===== config.mk =====
export PLATFORM = sky130hd
export DESIGN_NAME = da_shift_acc
export DESIGN_NICKNAME = d
export VERILOG_FILES = /design/src/rtl/da_pkg.sv /design/src/rtl/da_term_weight.sv /design/src/rtl/da_shift_acc.sv
export SDC_FILE = /design/constraint.sdc
export NUM_CORES = 1
export LEC_CHECK = 0
export CELL_PAD_IN_SITES_DETAIL_PLACEMENT = 0
export CELL_PAD_IN_SITES_GLOBAL_PLACEMENT = 1
export CORE_MARGIN = 2
export CORE_UTILIZATION = 48
export CTS_CLUSTER_SIZE = 10
export DETAILED_ROUTE_END_ITERATION = 10
export GPL_TIMING_DRIVEN = 0
export PLACE_DENSITY_LB_ADDON = 0.1
export SYNTH_ARGS = -nofsm -noshare
export SYNTH_HDL_FRONTEND = slang
export SYNTH_SLANG_ARGS = --single-unit

===== constraint.sdc =====
create_clock -name clk -period 8.7 [get_ports clk]
set_input_delay 1.74 -clock clk [delete_from_list [all_inputs] [get_ports clk]]
set_output_delay 1.74 -clock clk [all_outputs]
set_load 0.1 [all_outputs]

===== src/rtl/da_pkg.sv =====
// Shared types and sizing helpers for the distributed-arithmetic shift-accumulator.
package da_pkg;

   typedef enum logic [1:0] {
      IDLE,
      ACC,
      DONE
   } da_acc_state_t;

   // Result width: LUT sum width + negation guard bit + one bit per slice weight.
   function automatic int acc_width(input int data_width_a, input int data_width_b, input int k);
      return data_width_b + $clog2(k) + 1 + data_width_a;
   endfunction

   function automatic int cnt_width(input int data_width_a);
      return (data_width_a > 1) ? $clog2(data_width_a) : 1;
   endfunction

   localparam int DA_CNT_WIDTH = cnt_width(16);

endpackage


===== src/rtl/da_term_weight.sv =====
// Combinational slice term: sign-extend the LUT sum, apply the slice sign, weight by 2^cnt.
module da_term_weight #(
   parameter int LUT_WIDTH = 20,
   parameter int ACC_WIDTH = 37,
   parameter int CNT_WIDTH = 4
) (
   input  logic signed [LUT_WIDTH:0]   lut_in,
   input  logic                        sign_in,
   input  logic [CNT_WIDTH-1:0]        cnt,
   output logic signed [ACC_WIDTH-1:0] weighted
);

   logic signed [ACC_WIDTH-1:0] ext;
   logic signed [ACC_WIDTH-1:0] term;

   // Extend before negating so the most negative LUT value cannot wrap.
   assign ext      = {{(ACC_WIDTH-LUT_WIDTH-1){lut_in[LUT_WIDTH]}}, lut_in};
   assign term     = sign_in ? ext : -ext;
   assign weighted = term <<< cnt;

endmodule


===== src/rtl/da_shift_acc.sv =====
// Bit-serial DA shift-accumulator with valid/ready result output.
// Optional macro DA_OBC_OFFSET_EN adds offset_in, used as the accumulator start value.
module da_shift_acc
   import da_pkg::*;
#(
   parameter int DATA_WIDTH_A = 16,
   parameter int DATA_WIDTH_B = 16,
   parameter int K            = 9,
   parameter int LUT_WIDTH    = DATA_WIDTH_B + $clog2(K),
   parameter int ACC_WIDTH    = acc_width(DATA_WIDTH_A, DATA_WIDTH_B, K)
) (
   input  logic                        clk,
   input  logic                        rst,
   input  logic                        start,
   input  logic                        slice_valid,
   output logic                        slice_ready,
   input  logic [7:0]                  t,
   input  logic                        sign_in,
   input  logic signed [LUT_WIDTH:0]   lut_in,
`ifdef DA_OBC_OFFSET_EN
   input  logic signed [ACC_WIDTH-1:0] offset_in,
`endif
   output logic                        result_valid,
   input  logic                        result_ready,
   output logic signed [ACC_WIDTH-1:0] result,
   output logic                        busy,
   output logic                        seq_err
);

   localparam int CNT_WIDTH = cnt_width(DATA_WIDTH_A);

   da_acc_state_t               state_reg, state_next;
   logic signed [ACC_WIDTH-1:0] acc_reg;
   logic signed [ACC_WIDTH-1:0] result_reg;
   logic [CNT_WIDTH-1:0]        cnt_reg;
   logic                        seq_err_reg;

   logic signed [ACC_WIDTH-1:0] weighted;
   logic signed [ACC_WIDTH-1:0] init_value;
   logic                        accept;
   logic                        in_seq;
   logic                        last_slice;

`ifdef DA_OBC_OFFSET_EN
   assign init_value = offset_in;
`else
   assign init_value = '0;
`endif

   da_term_weight #(
      .LUT_WIDTH (LUT_WIDTH),
      .ACC_WIDTH (ACC_WIDTH),
      .CNT_WIDTH (CNT_WIDTH)
   ) u_term_weight (
      .lut_in   (lut_in),
      .sign_in  (sign_in),
      .cnt      (cnt_reg),
      .weighted (weighted)
   );

   assign accept     = slice_valid && (state_reg == ACC);
   assign in_seq     = (t == 8'(cnt_reg));
   assign last_slice = (cnt_reg == CNT_WIDTH'(DATA_WIDTH_A - 1));

   // Handshake outputs come straight from the state register.
   always_comb begin
      state_next   = state_reg;
      slice_ready  = 1'b0;
      result_valid = 1'b0;
      busy         = 1'b0;
      case (state_reg)
         IDLE: begin
            if (start) state_next = ACC;
         end
         ACC: begin
            slice_ready = 1'b1;
            busy        = 1'b1;
            if (!start && accept && in_seq && last_slice) state_next = DONE;
         end
         DONE: begin
            result_valid = 1'b1;
            busy         = 1'b1;
            if (result_ready) state_next = IDLE;
         end
         default: state_next = IDLE;
      endcase
   end

   always_ff @(posedge clk) begin
      if (rst) begin
         state_reg   <= IDLE;
         acc_reg     <= '0;
         cnt_reg     <= '0;
         result_reg  <= '0;
         seq_err_reg <= 1'b0;
      end else begin
         state_reg <= state_next;
         if ((state_reg == IDLE || state_reg == ACC) && start) begin
            // Start in ACC aborts the current word and restarts it.
            acc_reg <= init_value;
            cnt_reg <= '0;
         end else if (accept) begin
            if (!in_seq) begin
               seq_err_reg <= 1'b1;
            end else if (last_slice) begin
               result_reg <= acc_reg - weighted;
               cnt_reg    <= '0;
            end else begin
               acc_reg <= acc_reg + weighted;
               cnt_reg <= cnt_reg + 1'b1;
            end
         end
      end
   end

   assign result  = result_reg;
   assign seq_err = seq_err_reg;

endmodule


# Word-level counts from Yosys, hierarchy flattened
# Cells that the tools add are included.
# classes
addsub	4
n_eq_ne	7
shifts	1
mux	9
bitwise_logic	3
reduce_logical	15
# op_table
op	n
adder 37 bit	1
2-to-1 mux 37 bit	1
negator 21 -> 37 bit	1
<<< shifter 37 x 4 -> 37 bit	1
subtractor 37 bit	1
AND reduction 3 bit	3
equality test 8 x 4 -> 1 bit	1
2-to-1 mux 2 bit	3
case mux 2 bit (3 select lines)	1
logical AND 1 bit	5
adder 4 x 1 -> 4 bit (second input constant)	1
equality test 4 bit (second input constant)	1
2-to-1 mux 4 bit	1
!= test 2 bit (second input constant)	2
AND reduction 4 bit	1
OR reduction 2 bit	2
2-to-1 mux 1 bit	3
NOT 1 bit	3
equality test 2 x 1 -> 1 bit (second input constant)	1
equality test 2 bit (second input constant)	1
zero test 2 bit	1
!= test 2 x 1 -> 1 bit (second input constant)	1
AND reduction 2 bit	1
zero test 1 bit	1
logical OR 1 bit	1
# totals
reg_bits	81
input_bits	35
output_inout_bits	41

# Depth between registers and ports, before layout
# Gate-level depths: netlist (run 1).
# depth
ltp_word	7
ltp_mapped	23
ltp_nobuf	21

# Hierarchy
# A second synthesis (run 1) with hierarchy kept.
# unflattened
cells_unflattened	1334
area_unflattened_um2	9758.1
# modules_own_cells
module	instances	cells_each	area_each_um2
da_shift_acc	1	946	7171.9
da_term_weight	1	388	2586.2

# Worst setup path after synthesis (run 1)
# OpenSTA, ideal clock, no wires.
# synth_timing
path_kind	input port to flip-flop
from	in lut_in[0]
to	reg result_reg[35] (netlist: result[35])
arrival_ns	6.368
required_time_ns	8.572
setup_slack_ns	2.205
cell_stages	21
n_path_buf	2
cell_sequence	inv_1 -> ha_1 -> or4b_4 -> nor3_4 -> buf_6 -> a31oi_1 -> xor2_1 -> mux4_2 -> mux2_4 -> mux2_4 -> ha_1 -> clkbuf_1 -> nor4_1 -> nand2_1 -> or2_2 -> or2_2 -> o2111ai_1 -> a311oi_1 -> nor4b_1 -> o41ai_1 -> nor2_1
# synth_via
elab_chain_cells	4
# synth_lines
element	line_no	text
start: declaration	da_shift_acc.sv:19	input logic signed [LUT_WIDTH:0] lut_in,
negator 21 -> 37 bit	da_term_weight.sv:18	assign term = sign_in ? ext : -ext;
2-to-1 mux 37 bit *	da_term_weight.sv:18	
<<< shifter 37 x 4 -> 37 bit *	da_term_weight.sv:19	assign weighted = term <<< cnt;
subtractor 37 bit *	da_shift_acc.sv:106	result_reg <= acc_reg - weighted;
end signal: assignment	da_shift_acc.sv:106	
end: declaration	da_shift_acc.sv:34	logic signed [ACC_WIDTH-1:0] result_reg;
# Every way passes the cells marked *; elsewhere a longest branch is shown, timed or not.
# A chain may end at the register's enable or synchronous reset.

# Worst setup path in the final report (run 1)
# Ends and elaborated chain as after synthesis.

==> metrics.csv, run 1 <==
metric;value;unit
clock-sinks;81;
fp-row-count;49;
cts_hold_buf;0;
fin_total_pwr;1.16;mW
register_area;0.00162;mm²
grt_first_pass_wirelength;43600;µm
crit_chain;clkdlybuf4s50_1, inv_1, ha_1, or4b_4, nor3_4, buf_6, a31oi_1, xor2_1, mux2i_1, nor2_1, a21oi_1, mux2i_1, o21a_1, ha_1, clkbuf_1, inv_1, a21oi_1, o311ai_0, a21oi_1, o2111ai_1, a311oi_1, nor4b_1, o41ai_1, nor2_1;
ys_seq_elements;81;
nets;1405;
dieArea;0.0197;mm²
path_buf_inv;5;
critPathMaxFanout;10;
required;8.91;ns
finalInstanceArea;0.0103;mm²
wl;27700;µm
multiInputGateArea;0.00675;mm²
cts_buffer_depth;2;
cts_tree;built;
placed_cells;1506;
cts_resized;0;
ys_async_sr_fraction;0;%
drtPass1Iterations;5;
final_common_cell;nand2_1;
fin_tns_setup;0;ns
hold_class;reg -> reg;
synth_edf_count;0;
syn_inst;1203;
cp_top_family;compound AO/OA/AOI/OAI gates;
ys_types;77;
cts-buffers-inserted;9;
initial_utilization;49.4;%
die_y;140;µm
final_cell_mix;111 x nand2_1, 110 x nor2_1, 107 x a21oi_1, 81 x dfxtp_1, 80 x ha_1;
gp_congestion;0.963;
ys_warn_count;0;
io_pins;76;
syn_area_per_cell;7.43;µm²
start_kind;input port;
synth_area;0.00894;mm²
finalHoldViolCount;0;
utilization;56.7;%
n_antenna_cell;0;
cts_setup_buffers;0;
place_area;0.00996;mm²
viasPerCell;5.83;
ir_drop;0.000198;V
p_leak;4.19;nW
synth.net_count;1320;
cp-end-kind;flop;
relSlewSlack;33.2;%
yosysSeqAreaShare;18.1;%
grt_overflow;0;
area_delta_synth_final;14.8;%
fmax;128;MHz
drcViolationCount;0;
track_usage;27.8;%
synth_flop_cell;dfxtp_1;
worstMarginPinSlew;0.998;ns
num-fill-cells;1800;
die_w;140;µm
numPortBuffers;74;
path_class;in -> reg;
clk_pin_slew;0.07;ns
cts.htree.levels;3;
setup_viol;0;
rsz0062_at_grt;false;
grt_pass1_vias;8068;
routedWlPerCell;18.2;µm
place_ws;0.653;ns
grt_max_degree;15;
ant_nets;0;
drt_iter0_markers;623;
hold_slack;0.451;ns
clk_latency;0.35;ns
core_area;0.0181;mm²
drv_cap;0;
vias;8876;
status;complete, no violations;
drive_gt1_share;6.81;%
hpwlAfterDp;22200;µm
ctsRootBufferMaster;clkbuf_16;
min_period;7.82;ns
post-route-period-util;89.8;%
cp.arrival;8.03;ns
max_stage_delay;0.76;ns
cp_common_cell;a21oi_1;
finalWorstSetupSlack;0.884;ns
power_density;113;mW/mm²
skew;0.0105;ns
drv_slew;0;
fin_cells;1522;
grt_antenna_before_repair;0;
cpMaxStageDelayCell;a311oi_1;
tightest hold or removal path: cells and delay by family (launching register included):
| kind | cells | cell delay [ns] |
|---|---|---|
| AOI/OAI and AO/OA | 1 | 0.05 |
| DFF | 1 | 0.31 |
| and+or+nand+nor | 1 | 0.05 |
where the power goes:
part / switching (mW) / internal [mW]
Combinational: 0.258 / 0.124
Sequential: 0.00310 / 0.375
Clock: 0.171 / 0.224
Total: 0.433 / 0.723
cell families (layout without fill, tap and decap cells):
kind of cell | count (synthesis) | in the layout | synth area share, %
compound gates | 358 | 358 | 26.5
xor+xnor | 75 | 75 | 7.35
fa+ha+maj | 82 | 82 | 11.6
buf+inv | 146 | 236 | 6.36
flops | 81 | 81 | 18.1
mux | 67 | 67 | 8.32
simple gates | 394 | 394 | 21.7
metal layers:
layer / vias to the layer above / routed length [µm] / global-route usage (%)
li1: 4470 / - / -
met1: 4093 / 13500 / 39.2
met2: 284 / 12000 / 44.5
met3: 29 / 1690 / 3.90
met4: 0 / 517 / 7.55
met5: - / 0 / 0
cells in the mapped netlist (7+ instances only):
library cell	n	area, µm²
xor2_1	25	219
a21o_1	35	263
nor2_1	110	413
clkbuf_1	64	240
and3_1	9	56.3
ha_1	80	1000
nand3_1	28	140
mux2i_1	42	420
a21oi_1	107	536
mux2_2	20	225
nand2b_1	12	75.1
o211ai_1	10	75.1
o21a_1	13	97.6
o21bai_1	18	135
xnor2_1	50	438
dfxtp_1	81	1620
nand2_1	111	417
nor3_1	26	130
or2_2	16	100
a31oi_1	17	106
inv_1	60	225
o21ai_0	52	260
or3_1	13	81.3
buf_1	11	41.3
nor4_1	11	68.8
a211oi_1	40	300
nor2b_1	19	119
buf_2	7	35.0
worst paths after layout:
| check | startpoint | endpoint | slack [ns] | depth (start not counted) |
|---|---|---|---|---|
| worst min-delay path | result[6] | result[6] | 0.45 | 2 |
| worst min register to register | result[6] | result[6] | 0.45 | 2 |
| worst max register to register | cnt_reg[0] | result[35] | 2.44 | 19 |
| worst max-delay path | lut_in[0] | result[35] | 0.88 | 24 |
final cells by class:
type	instances	area share [%]
clock inverter	6	0.659
clock buffer	10	2.23
multi-input combinational	976	65.8
timing repair buffer	74	7.22
buffer	84	3.27
inverter	62	2.27
tap	229	2.79
sequential	81	15.8
Note: power is estimated with default switching activity, not from simulation.
==> run 2, diff against run 1 <==
HOLD_SLACK_MARGIN = 0.1   (was default)
==> results of run 2 <==
No change in the layout: final DEF, timing and power equal those of run 1.
